--- src/rtl/ascon_perm_iter_pkg.sv ---
// Shared types and constants for the iterative Ascon permutation engine.
// The 320-bit state is five 64-bit words, where element [0] is S0.
package ascon_pack;

    typedef logic [4:0][63:0] type_state;

    localparam logic [3:0] ROUND_FIRST_P12 = 4'd0;
    localparam logic [3:0] ROUND_FIRST_P6  = 4'd6;
    localparam logic [3:0] ROUND_LAST      = 4'd11;

    typedef enum logic [1:0] {
        IDLE = 2'd0,
        RUN  = 2'd1,
        DONE = 2'd2
    } type_perm_fsm;

    function automatic logic [63:0] rotr(input logic [63:0] v, input int n);
        return (v >> n) | (v << (64 - n));
    endfunction

endpackage

--- src/rtl/ascon_perm_iter_if.sv ---
// Control/data bundle between the mode controller (master) and the permutation engine (slave).
// start_i is a request pulse that is taken only while the engine is idle.
// done_o marks the single cycle in which state_o first shows the finished result.
interface ascon_perm_iter_if;
    import ascon_pack::*;

    logic         start_i;
    logic         p6_sel_i;
    type_state    state_i;
    logic         xor_begin_en_i;
    logic [63:0]  data_i;
    logic         xor_end_en_i;
    logic [127:0] key_i;
    type_state    state_o;
    logic         busy_o;
    logic         done_o;
    logic [3:0]   round_o;
    type_perm_fsm fsm_o;

    modport master (
        output start_i, p6_sel_i, state_i, xor_begin_en_i, data_i, xor_end_en_i, key_i,
        input  state_o, busy_o, done_o, round_o, fsm_o
    );

    modport slave (
        input  start_i, p6_sel_i, state_i, xor_begin_en_i, data_i, xor_end_en_i, key_i,
        output state_o, busy_o, done_o, round_o, fsm_o
    );
endinterface

--- src/rtl/ascon_perm_iter_round.sv ---
// One combinational Ascon round: constant addition, bit-sliced S-box, linear diffusion.
module ascon_perm_iter_round
    import ascon_pack::*;
(
    input  type_state  state_i,
    input  logic [3:0] round_i,
    output type_state  state_o
);

    logic [7:0]  rc;
    logic [63:0] x0, x1, x2, x3, x4;
    logic [63:0] t0, t1, t2, t3, t4;

    always_comb begin
        rc = {4'hf - round_i, round_i};
        x0 = state_i[0];
        x1 = state_i[1];
        x2 = state_i[2] ^ {56'd0, rc};
        x3 = state_i[3];
        x4 = state_i[4];

        x0 = x0 ^ x4;
        x4 = x4 ^ x3;
        x2 = x2 ^ x1;
        t0 = ~x0 & x1;
        t1 = ~x1 & x2;
        t2 = ~x2 & x3;
        t3 = ~x3 & x4;
        t4 = ~x4 & x0;
        x0 = x0 ^ t1;
        x1 = x1 ^ t2;
        x2 = x2 ^ t3;
        x3 = x3 ^ t4;
        x4 = x4 ^ t0;
        x1 = x1 ^ x0;
        x0 = x0 ^ x4;
        x3 = x3 ^ x2;
        x2 = ~x2;

        state_o[0] = x0 ^ rotr(x0, 19) ^ rotr(x0, 28);
        state_o[1] = x1 ^ rotr(x1, 61) ^ rotr(x1, 39);
        state_o[2] = x2 ^ rotr(x2, 1)  ^ rotr(x2, 6);
        state_o[3] = x3 ^ rotr(x3, 10) ^ rotr(x3, 17);
        state_o[4] = x4 ^ rotr(x4, 7)  ^ rotr(x4, 41);
    end

endmodule

--- src/rtl/ascon_perm_iter.sv ---
// Iterative Ascon p^12 / p^6 engine: one round per clock over a registered 320-bit state,
// with optional data XOR into S0 at load and key XOR into S3/S4 after the last round.
module ascon_perm_iter
    import ascon_pack::*;
(
    input  logic clock_i,
    input  logic resetb_i,
    ascon_perm_iter_if.slave bus
);

    type_perm_fsm fsm_q, fsm_d;
    type_state    s_q, s_d, round_out;
    logic [3:0]   round_q, round_d;
    logic         xor_end_q, xor_end_d;
    logic [127:0] key_q, key_d;

    ascon_perm_iter_round u_round (
        .state_i (s_q),
        .round_i (round_q),
        .state_o (round_out)
    );

    always_ff @(posedge clock_i) begin
        if (!resetb_i) begin
            fsm_q     <= IDLE;
            s_q       <= '0;
            round_q   <= 4'd0;
            xor_end_q <= 1'b0;
            key_q     <= '0;
        end else begin
            fsm_q     <= fsm_d;
            s_q       <= s_d;
            round_q   <= round_d;
            xor_end_q <= xor_end_d;
            key_q     <= key_d;
        end
    end

    always_comb begin
        fsm_d     = fsm_q;
        s_d       = s_q;
        round_d   = round_q;
        xor_end_d = xor_end_q;
        key_d     = key_q;
        case (fsm_q)
            IDLE: begin
                if (bus.start_i) begin
                    s_d = bus.state_i;
                    if (bus.xor_begin_en_i) s_d[0] = bus.state_i[0] ^ bus.data_i;
                    round_d   = bus.p6_sel_i ? ROUND_FIRST_P6 : ROUND_FIRST_P12;
                    xor_end_d = bus.xor_end_en_i;
                    key_d     = bus.key_i;
                    fsm_d     = RUN;
                end
            end
            RUN: begin
                s_d = round_out;
                // The counter holds at ROUND_LAST so it never leaves 0..11.
                if (round_q == ROUND_LAST) begin
                    if (xor_end_q) begin
                        s_d[3] = round_out[3] ^ key_q[127:64];
                        s_d[4] = round_out[4] ^ key_q[63:0];
                    end
                    fsm_d = DONE;
                end else begin
                    round_d = round_q + 4'd1;
                end
            end
            DONE:    fsm_d = IDLE;
            default: fsm_d = IDLE;
        endcase
    end

    assign bus.state_o = s_q;
    assign bus.busy_o  = (fsm_q == RUN);
    assign bus.done_o  = (fsm_q == DONE);
    assign bus.round_o = round_q;
    assign bus.fsm_o   = fsm_q;

endmodule

--- src/flat_wrapper.sv ---
// flat-port wrapper written by rule: the top's interface ports become plain ports
module ascon_perm_iter_flat import ascon_pack::*;
  (clock_i, resetb_i, bus_start_i, bus_p6_sel_i, bus_state_i, bus_xor_begin_en_i, bus_data_i, bus_xor_end_en_i, bus_key_i, bus_state_o, bus_busy_o, bus_done_o, bus_round_o, bus_fsm_o);
  ascon_perm_iter_if bus_i ();
  input  logic clock_i;
  input  logic resetb_i;
  input wire logic [$bits(bus_i.start_i)-1:0] bus_start_i;
  input wire logic [$bits(bus_i.p6_sel_i)-1:0] bus_p6_sel_i;
  input wire logic [$bits(bus_i.state_i)-1:0] bus_state_i;
  input wire logic [$bits(bus_i.xor_begin_en_i)-1:0] bus_xor_begin_en_i;
  input wire logic [$bits(bus_i.data_i)-1:0] bus_data_i;
  input wire logic [$bits(bus_i.xor_end_en_i)-1:0] bus_xor_end_en_i;
  input wire logic [$bits(bus_i.key_i)-1:0] bus_key_i;
  output wire logic [$bits(bus_i.state_o)-1:0] bus_state_o;
  output wire logic [$bits(bus_i.busy_o)-1:0] bus_busy_o;
  output wire logic [$bits(bus_i.done_o)-1:0] bus_done_o;
  output wire logic [$bits(bus_i.round_o)-1:0] bus_round_o;
  output wire logic [$bits(bus_i.fsm_o)-1:0] bus_fsm_o;
  assign bus_i.start_i = bus_start_i;
  assign bus_i.p6_sel_i = bus_p6_sel_i;
  assign bus_i.state_i = bus_state_i;
  assign bus_i.xor_begin_en_i = bus_xor_begin_en_i;
  assign bus_i.data_i = bus_data_i;
  assign bus_i.xor_end_en_i = bus_xor_end_en_i;
  assign bus_i.key_i = bus_key_i;
  assign bus_state_o = bus_i.state_o;
  assign bus_busy_o = bus_i.busy_o;
  assign bus_done_o = bus_i.done_o;
  assign bus_round_o = bus_i.round_o;
  assign bus_fsm_o = bus_i.fsm_o;
  ascon_perm_iter u_core (.clock_i(clock_i), .resetb_i(resetb_i), .bus(bus_i));
endmodule
--- config.mk ---
export PLATFORM = sky130hd
export DESIGN_NAME = ascon_perm_iter_flat
export DESIGN_NICKNAME = d
export VERILOG_FILES = /design/src/rtl/ascon_perm_iter_pkg.sv /design/src/rtl/ascon_perm_iter_if.sv /design/src/rtl/ascon_perm_iter_round.sv /design/src/rtl/ascon_perm_iter.sv /design/src/flat_wrapper.sv
export SDC_FILE = /design/constraint.sdc
export NUM_CORES = 2
export LEC_CHECK = 0
export CORE_MARGIN = 2
export CORE_UTILIZATION = 35
export CTS_CLUSTER_DIAMETER = 40
export CTS_CLUSTER_SIZE = 40
export DETAILED_ROUTE_END_ITERATION = 16
export GPL_TIMING_DRIVEN = 0
export PLACE_DENSITY_LB_ADDON = 0.12
export REMOVE_ABC_BUFFERS = 1
export SETUP_SLACK_MARGIN = 0.02
export SLEW_MARGIN = 20
export SYNTH_ARGS = -nofsm -noshare
export SYNTH_HDL_FRONTEND = slang
export SYNTH_HIERARCHICAL = 1
export SYNTH_SLANG_ARGS = --single-unit
--- constraint.sdc ---
create_clock -name clock_i -period 2.7 [get_ports clock_i]
set_clock_uncertainty 0.2 [all_clocks]
set_input_delay 0.81 -clock clock_i [delete_from_list [all_inputs] [get_ports clock_i]]
set_output_delay 0.81 -clock clock_i [all_outputs]
set_load 0.05 [all_outputs]
After elaboration in Yosys (flattened, before gate mapping)
Cells that the tools add are included.
- register bits: 455
- memory bits (read-only): 0
- RAM bits: 0
- latch bits: 0
- output and inout port bits: 328
- word-level logic and storage cells: 81
- memories kept: 0
- shift-type cells: 0
- bitwise gates (word level): 46
- $mul: 0
- muxes and demuxes: 12
- order comparisons: 0
- reductions and logical operators: 6
- equal/unequal tests: 6
- add/sub/neg operators: 2
- div/mod/pow operators: 0
- operator list (cell ; count):
    64-bit XOR ; 24
    320-bit case mux with 2 select lines ; 1
    64-bit inverter ; 6
    64-bit bitwise AND ; 5
    320-bit two-way mux ; 1
    128-bit two-way mux ; 2
    64-bit two-way mux ; 1
    23-bit by 64-bit OR with 64-bit output ; 1
    25-bit by 64-bit OR with 64-bit output ; 1
    3-bit by 64-bit OR with 64-bit output ; 1
    36-bit by 64-bit OR with 64-bit output ; 1
    45-bit by 64-bit OR with 64-bit output ; 1
    47-bit by 64-bit OR with 64-bit output ; 1
    54-bit by 64-bit OR with 64-bit output ; 1
    57-bit by 64-bit OR with 64-bit output ; 1
    58-bit by 64-bit OR with 64-bit output ; 1
    63-bit by 64-bit OR with 64-bit output ; 1
    64-bit by 8-bit XOR with 64-bit output ; 1
    4-bit two-way mux ; 2
    4-bit case mux with 2 select lines ; 1
    2-bit AND reduction ; 3
    4-bit by 1-bit adder with 4-bit output (second input constant) ; 1
    4-bit == test (second input constant) ; 1
    2-bit two-way mux ; 2
    10 further kinds ; 11

Depth between registers and ports, before layout
- depth in word-level cells: 12
- mapped depth: 8
- mapped depth without buffers: 8

By module
The synthesis kept the hierarchy.
- modules (own cells, without submodules) (module ; cells each ; area an instance (µm²) ; times used):
    ascon_perm_iter ; 2761 ; 21737.1 ; 1
    ascon_perm_iter_round ; 1599 ; 15990.3 ; 1

Worst setup path after synthesis
Ideal clock, no wire load.
- kind: register to register
- start: reg u_core.round_q[3] (netlist: u_core/bus.round_o[3])
- end: reg u_core.s_q (netlist bit u_core/bus.state_o[253])
- arrival: 2.603 ns
- setup time: 0.117 ns
- setup slack: -0.220 ns
- stages on the path, launching flop included: 9
- buffers on the path: 0
- cells stage by stage: dfxtp_1 -> xnor2_1 -> ha_1 -> xnor2_1 -> xnor2_1 -> xnor3_1 -> a21oi_1 -> o21ai_1 -> a22o_1
- RTL lines (element ; line ; RTL):
    from (decl) ; ascon_perm_iter.sv:13 ; logic [3:0] round_q, round_d;
    from (signal assigned) ; ascon_perm_iter.sv:33 ; round_q <= round_d;
    to (signal assigned) ; ascon_perm_iter.sv:26 ; s_q <= '0;
    to (signal assigned) ; ascon_perm_iter.sv:32 ; s_q <= s_d;
    to (decl) ; ascon_perm_iter.sv:12 ; type_state s_q, s_d, round_out;

Worst setup path in the final report
- start: reg u_core.fsm_q[1] (netlist: u_core/bus.fsm_o[1])
- end: out bus_busy_o
- longest elaborated chain between the ends: 1
- RTL lines (element ; line ; RTL):
    from (decl) ; ascon_perm_iter.sv:11 ; type_perm_fsm fsm_q, fsm_d;
    from (signal assigned) ; ascon_perm_iter.sv:31 ; fsm_q <= fsm_d;
    2-bit by 1-bit == test with 1-bit output ; ascon_perm_iter.sv:75 ; assign bus.busy_o = (fsm_q == RUN);
    to (decl) ; flat_wrapper.sv:15 ; output wire logic [$bits(bus_i.busy_o)-1:0] bus_busy_o;
No other way between the ends.

==> key figures <==
Run status
  – Status: finished with violations
  – Failing checks: setup timing

Worst setup path
  – Critical path's slowest cell: dfxtp_4
  – CP dominant cell by count: buf_16
  – CP Max Fanout: 5
  – Worst path max stage delay: 0.35 ns
  – FF-to-FF setup slack: -0.03 ns
  – Critical R2R Capture: u_core/bus.state_o[115]
  – Reg2reg start: u_core/bus.state_o[112]
  – Worst path cell trace: nand2b_4 -> buf_16 -> inv_16 -> buf_16 -> buf_12
  – Critical Path Start Type: flop
  – Setup CP Type: flop to output pin
  – Critical Path AT: 1.74 ns
  – R2r worst-path depth: 8
  – Crit end category: output pin
  – Worst Path Required: 1.69 ns

Global routing
  – GRT overflow: 0
  – Initial antenna violation count: 15
  – Largest net degree at the start of global routing: 117
  – Vias in the first global route: 35,723
  – Global-route wire length before repair: 282 mm
  – Total GRT Usage: 36.4%

Placement
  – DP Area: 48,100 µm²
  – Cells after DPL: 6,409
  – Pre-CTS setup slack: -1.60 ns
  – Post-DP HPWL: 158 mm
  – GP Congestion: 0.950
  – # port buffers: 845

Hold path
  – Worst Hold Endpoint: u_core/key_q[95]
  – Hold Startpoint: u_core/key_q[95]
  – Min-Delay Path Depth: 2
  – Hold Crit Class: flop to flop

Layout
  – Layout cells sized above 1: 22.8%
  – Final net count: 5,967
  – Area Overhead vs Synth: 54.5%
  – # fillers: 9,708
  – Finished Layout Cells: 6,830
  – Final Cell Area: 58,300 µm²

Timing
  – Final hold viol count: 0
  – Worst Max-Slew Pin Slew: 0.986 ns
  – Max Slew Vio Count: 0
  – Fmax: 363 MHz
  – Minimum clock period: 2.75 ns
  – Slew headroom: 33.8%
  – PnR worst setup slack: -0.0535 ns
  – RSZ-0062 raised after global routing: yes
  – Final Cycle Share: 102%
  – # setup viols final: 4
  – Final TNS setup: -0.129 ns

Yosys
  – Sequential share of the synthesized area: 24.1%
  – Number of synthesized flops with an enable pin: 0
  – Syn Area/Cell: 8.65 µm²
  – Yosys cell types: 44
  – Post-synthesis cell area: 37,700 µm²
  – FF+latch count, synth: 455
  – Yosys Warn Count: 6
  – Post-synth top flop: dfxtp_1
  – Post-Syn Instances: 4,360
  – Ys async rst share: 0%

Drt
  – Initial DRC count: 3,049
  – Vias: 37,656
  – DRC Markers: 0
  – Post-route ant nets: 0
  – Via density: 5.51
  – Drt pass-1 iters: 7
  – Drt wl/cell: 30.7 µm
  – Routed WL: 210 mm

Die
  – Die width: 332 µm
  – Die area: 110,000 µm²
  – Initial Util: 35.2%
  – Row count: 120
  – Ports: 846
  – Die Height: 332 µm
  – Placeable Area: 107,000 µm²

Clock network
  – Clock-pin slew on the worst setup and hold paths: 0.05 ns
  – Worst-Skew Late Latency: 0.72 ns
  – Clock Tree Buf Depth: 3
  – CTS Root Cell: clkbuf_16
  – CTS sink cnt: 455
  – CTS tree: yes
  – CTS H-tree lvls: 3
  – Num CTS Buffers: 115

Flow run
  – Max-Cap Viols: 0
-- synthesized netlist by cell type, types with 7 or more instances --
cell / n / share of area (%)
clkbuf_1: 119 / 1.2
and3_1: 129 / 2.1
ha_1: 129 / 4.3
mux2i_1: 37 / 0.98
o21ai_1: 60 / 0.80
xnor2_1: 550 / 13
a22o_1: 127 / 2.9
buf_6: 8 / 0.24
xor3_1: 31 / 2.0
a21boi_1: 32 / 0.64
a21oi_1: 334 / 4.4
maj3_1: 12 / 0.32
xor2_2: 7 / 0.30
xnor2_2: 60 / 2.6
buf_2: 102 / 1.4
xor2_1: 103 / 2.4
inv_1: 140 / 1.4
nand3_1: 162 / 2.1
o211a_1: 129 / 3.4
a21boi_0: 100 / 2.0
o32ai_1: 32 / 0.74
clkbuf_2: 7 / 0.093
nor2_1: 284 / 2.8
nand2_1: 814 / 8.1
o21ai_0: 134 / 1.8
xnor3_1: 225 / 13
buf_1: 12 / 0.12
dfxtp_1: 455 / 24
-- cells by family after synthesis --
group                      after synthesis  synth area share, %
and+or+nand+nor                       1405                 15.5
xor gates and xnor gates               976                 33.4
AOI/OAI and AO/OA                      951                 16.8
DFF                                    455                 24.1
buffers and inverters                  395                 4.51
adders and majority gates              141                 4.60
muxes                                   37                0.982
-- what timing repair did --
item / in CTS / in global routing
setup endpoints to repair: 718 / 218
cloned: 15 / 1
endpoints found under the hold margin: 0 / 0
hold buffers: 0 / 0
buffers inserted: 100 / 86
pin swaps: 91 / 95
gates resized for setup: 1450 / 157
-- metal layers --
layer	vias to the layer above	track usage [%]	wire, µm
li1	16846	-	-
met1	18645	45.3	83800
met2	1736	61.4	99300
met3	415	7.30	15900
met4	14	15.3	10800
met5	-	0	89
-- worst max-delay path: cells and delay by family (launching register included) --
family / cells / cell delay, ns
DFF: 1 / 0.35
and+or+nand+nor: 1 / 0.16
buffers and inverters: 4 / 0.49
-- flip-flops by register name, indices dropped and copies added (netlist names) --
name                cells
u_core/xor_end_q        1
u_core/key_q          128
u_core/bus.fsm_o        2
u_core/bus.state_o    320
u_core/bus.round_o      4
-- per-stage QoR --
stage,util [%],hold slack [ns]
5_1_grt,54.5,0.281
2_1_floorplan,-,0.244
6_report,54.5,0.262
3_5_place_dp,44.9,0.258
3_3_place_gp,43.7,0.251
4_1_cts,52.9,0.264
-- worst max-delay path by stage --
stage	start	endpoint	slack [ns]
finish	u_core/bus.fsm_o[1]	bus_busy_o	-0.05
global route	u_core/bus.state_o[241]	u_core/bus.state_o[30]	-0.09
CTS	u_core/bus.fsm_o[1]	bus_busy_o	-0.20
detailed placement	bus_start_i	u_core/bus.state_o[35]	-1.60
global placement	u_core/bus.fsm_o[0]	u_core/bus.state_o[33]	-30.28
floorplan	u_core/bus.fsm_o[0]	u_core/bus.state_o[61]	-10.50
-- layout by cell type (no fill, tap or decap), types with 42 or more instances in the layout --
cell | Yosys | final
nand3_1 | 162 | 162
a21oi_1 | 334 | 334
and3_1 | 129 | 129
dfxtp_1 | 455 | 389
a22o_1 | 127 | 127
o21ai_0 | 134 | 134
o211a_1 | 129 | 129
nor2_1 | 284 | 281
inv_1 | 140 | 140
ha_1 | 129 | 125
buf_2 | 102 | 47
clkdlybuf4s50_1 | 0 | 514
buf_4 | 6 | 163
xor2_1 | 103 | 58
buf_12 | 0 | 42
xnor3_1 | 225 | 214
xnor2_1 | 550 | 320
a21boi_0 | 100 | 100
clkdlybuf4s15_2 | 0 | 268
clkbuf_16 | 0 | 119
dfxtp_2 | 0 | 55
xnor2_2 | 60 | 168
nand2_1 | 814 | 811
xnor2_4 | 0 | 122
o21ai_1 | 60 | 59
-- final cells by class --
type / count / area [µm²] / share of cell area, %
Antenna cell: 4 / 10.0 / 0.0172
Clock buffer: 149 / 3290 / 5.64
Clock inverter: 71 / 921 / 1.58
Inverter: 141 / 546 / 0.936
Multi-Input combinational cell: 3514 / 30800 / 52.9
Sequential cell: 455 / 9220 / 15.8
Tap cell: 1403 / 1760 / 3.01
Timing Repair Buffer: 1091 / 11700 / 20.1
Timing Repair inverter: 2 / 17.5 / 0.0300
Power is left out: the tool's default activity adds up to more than one toggle a clock period on the data nets, which glitch-free logic cannot reach.
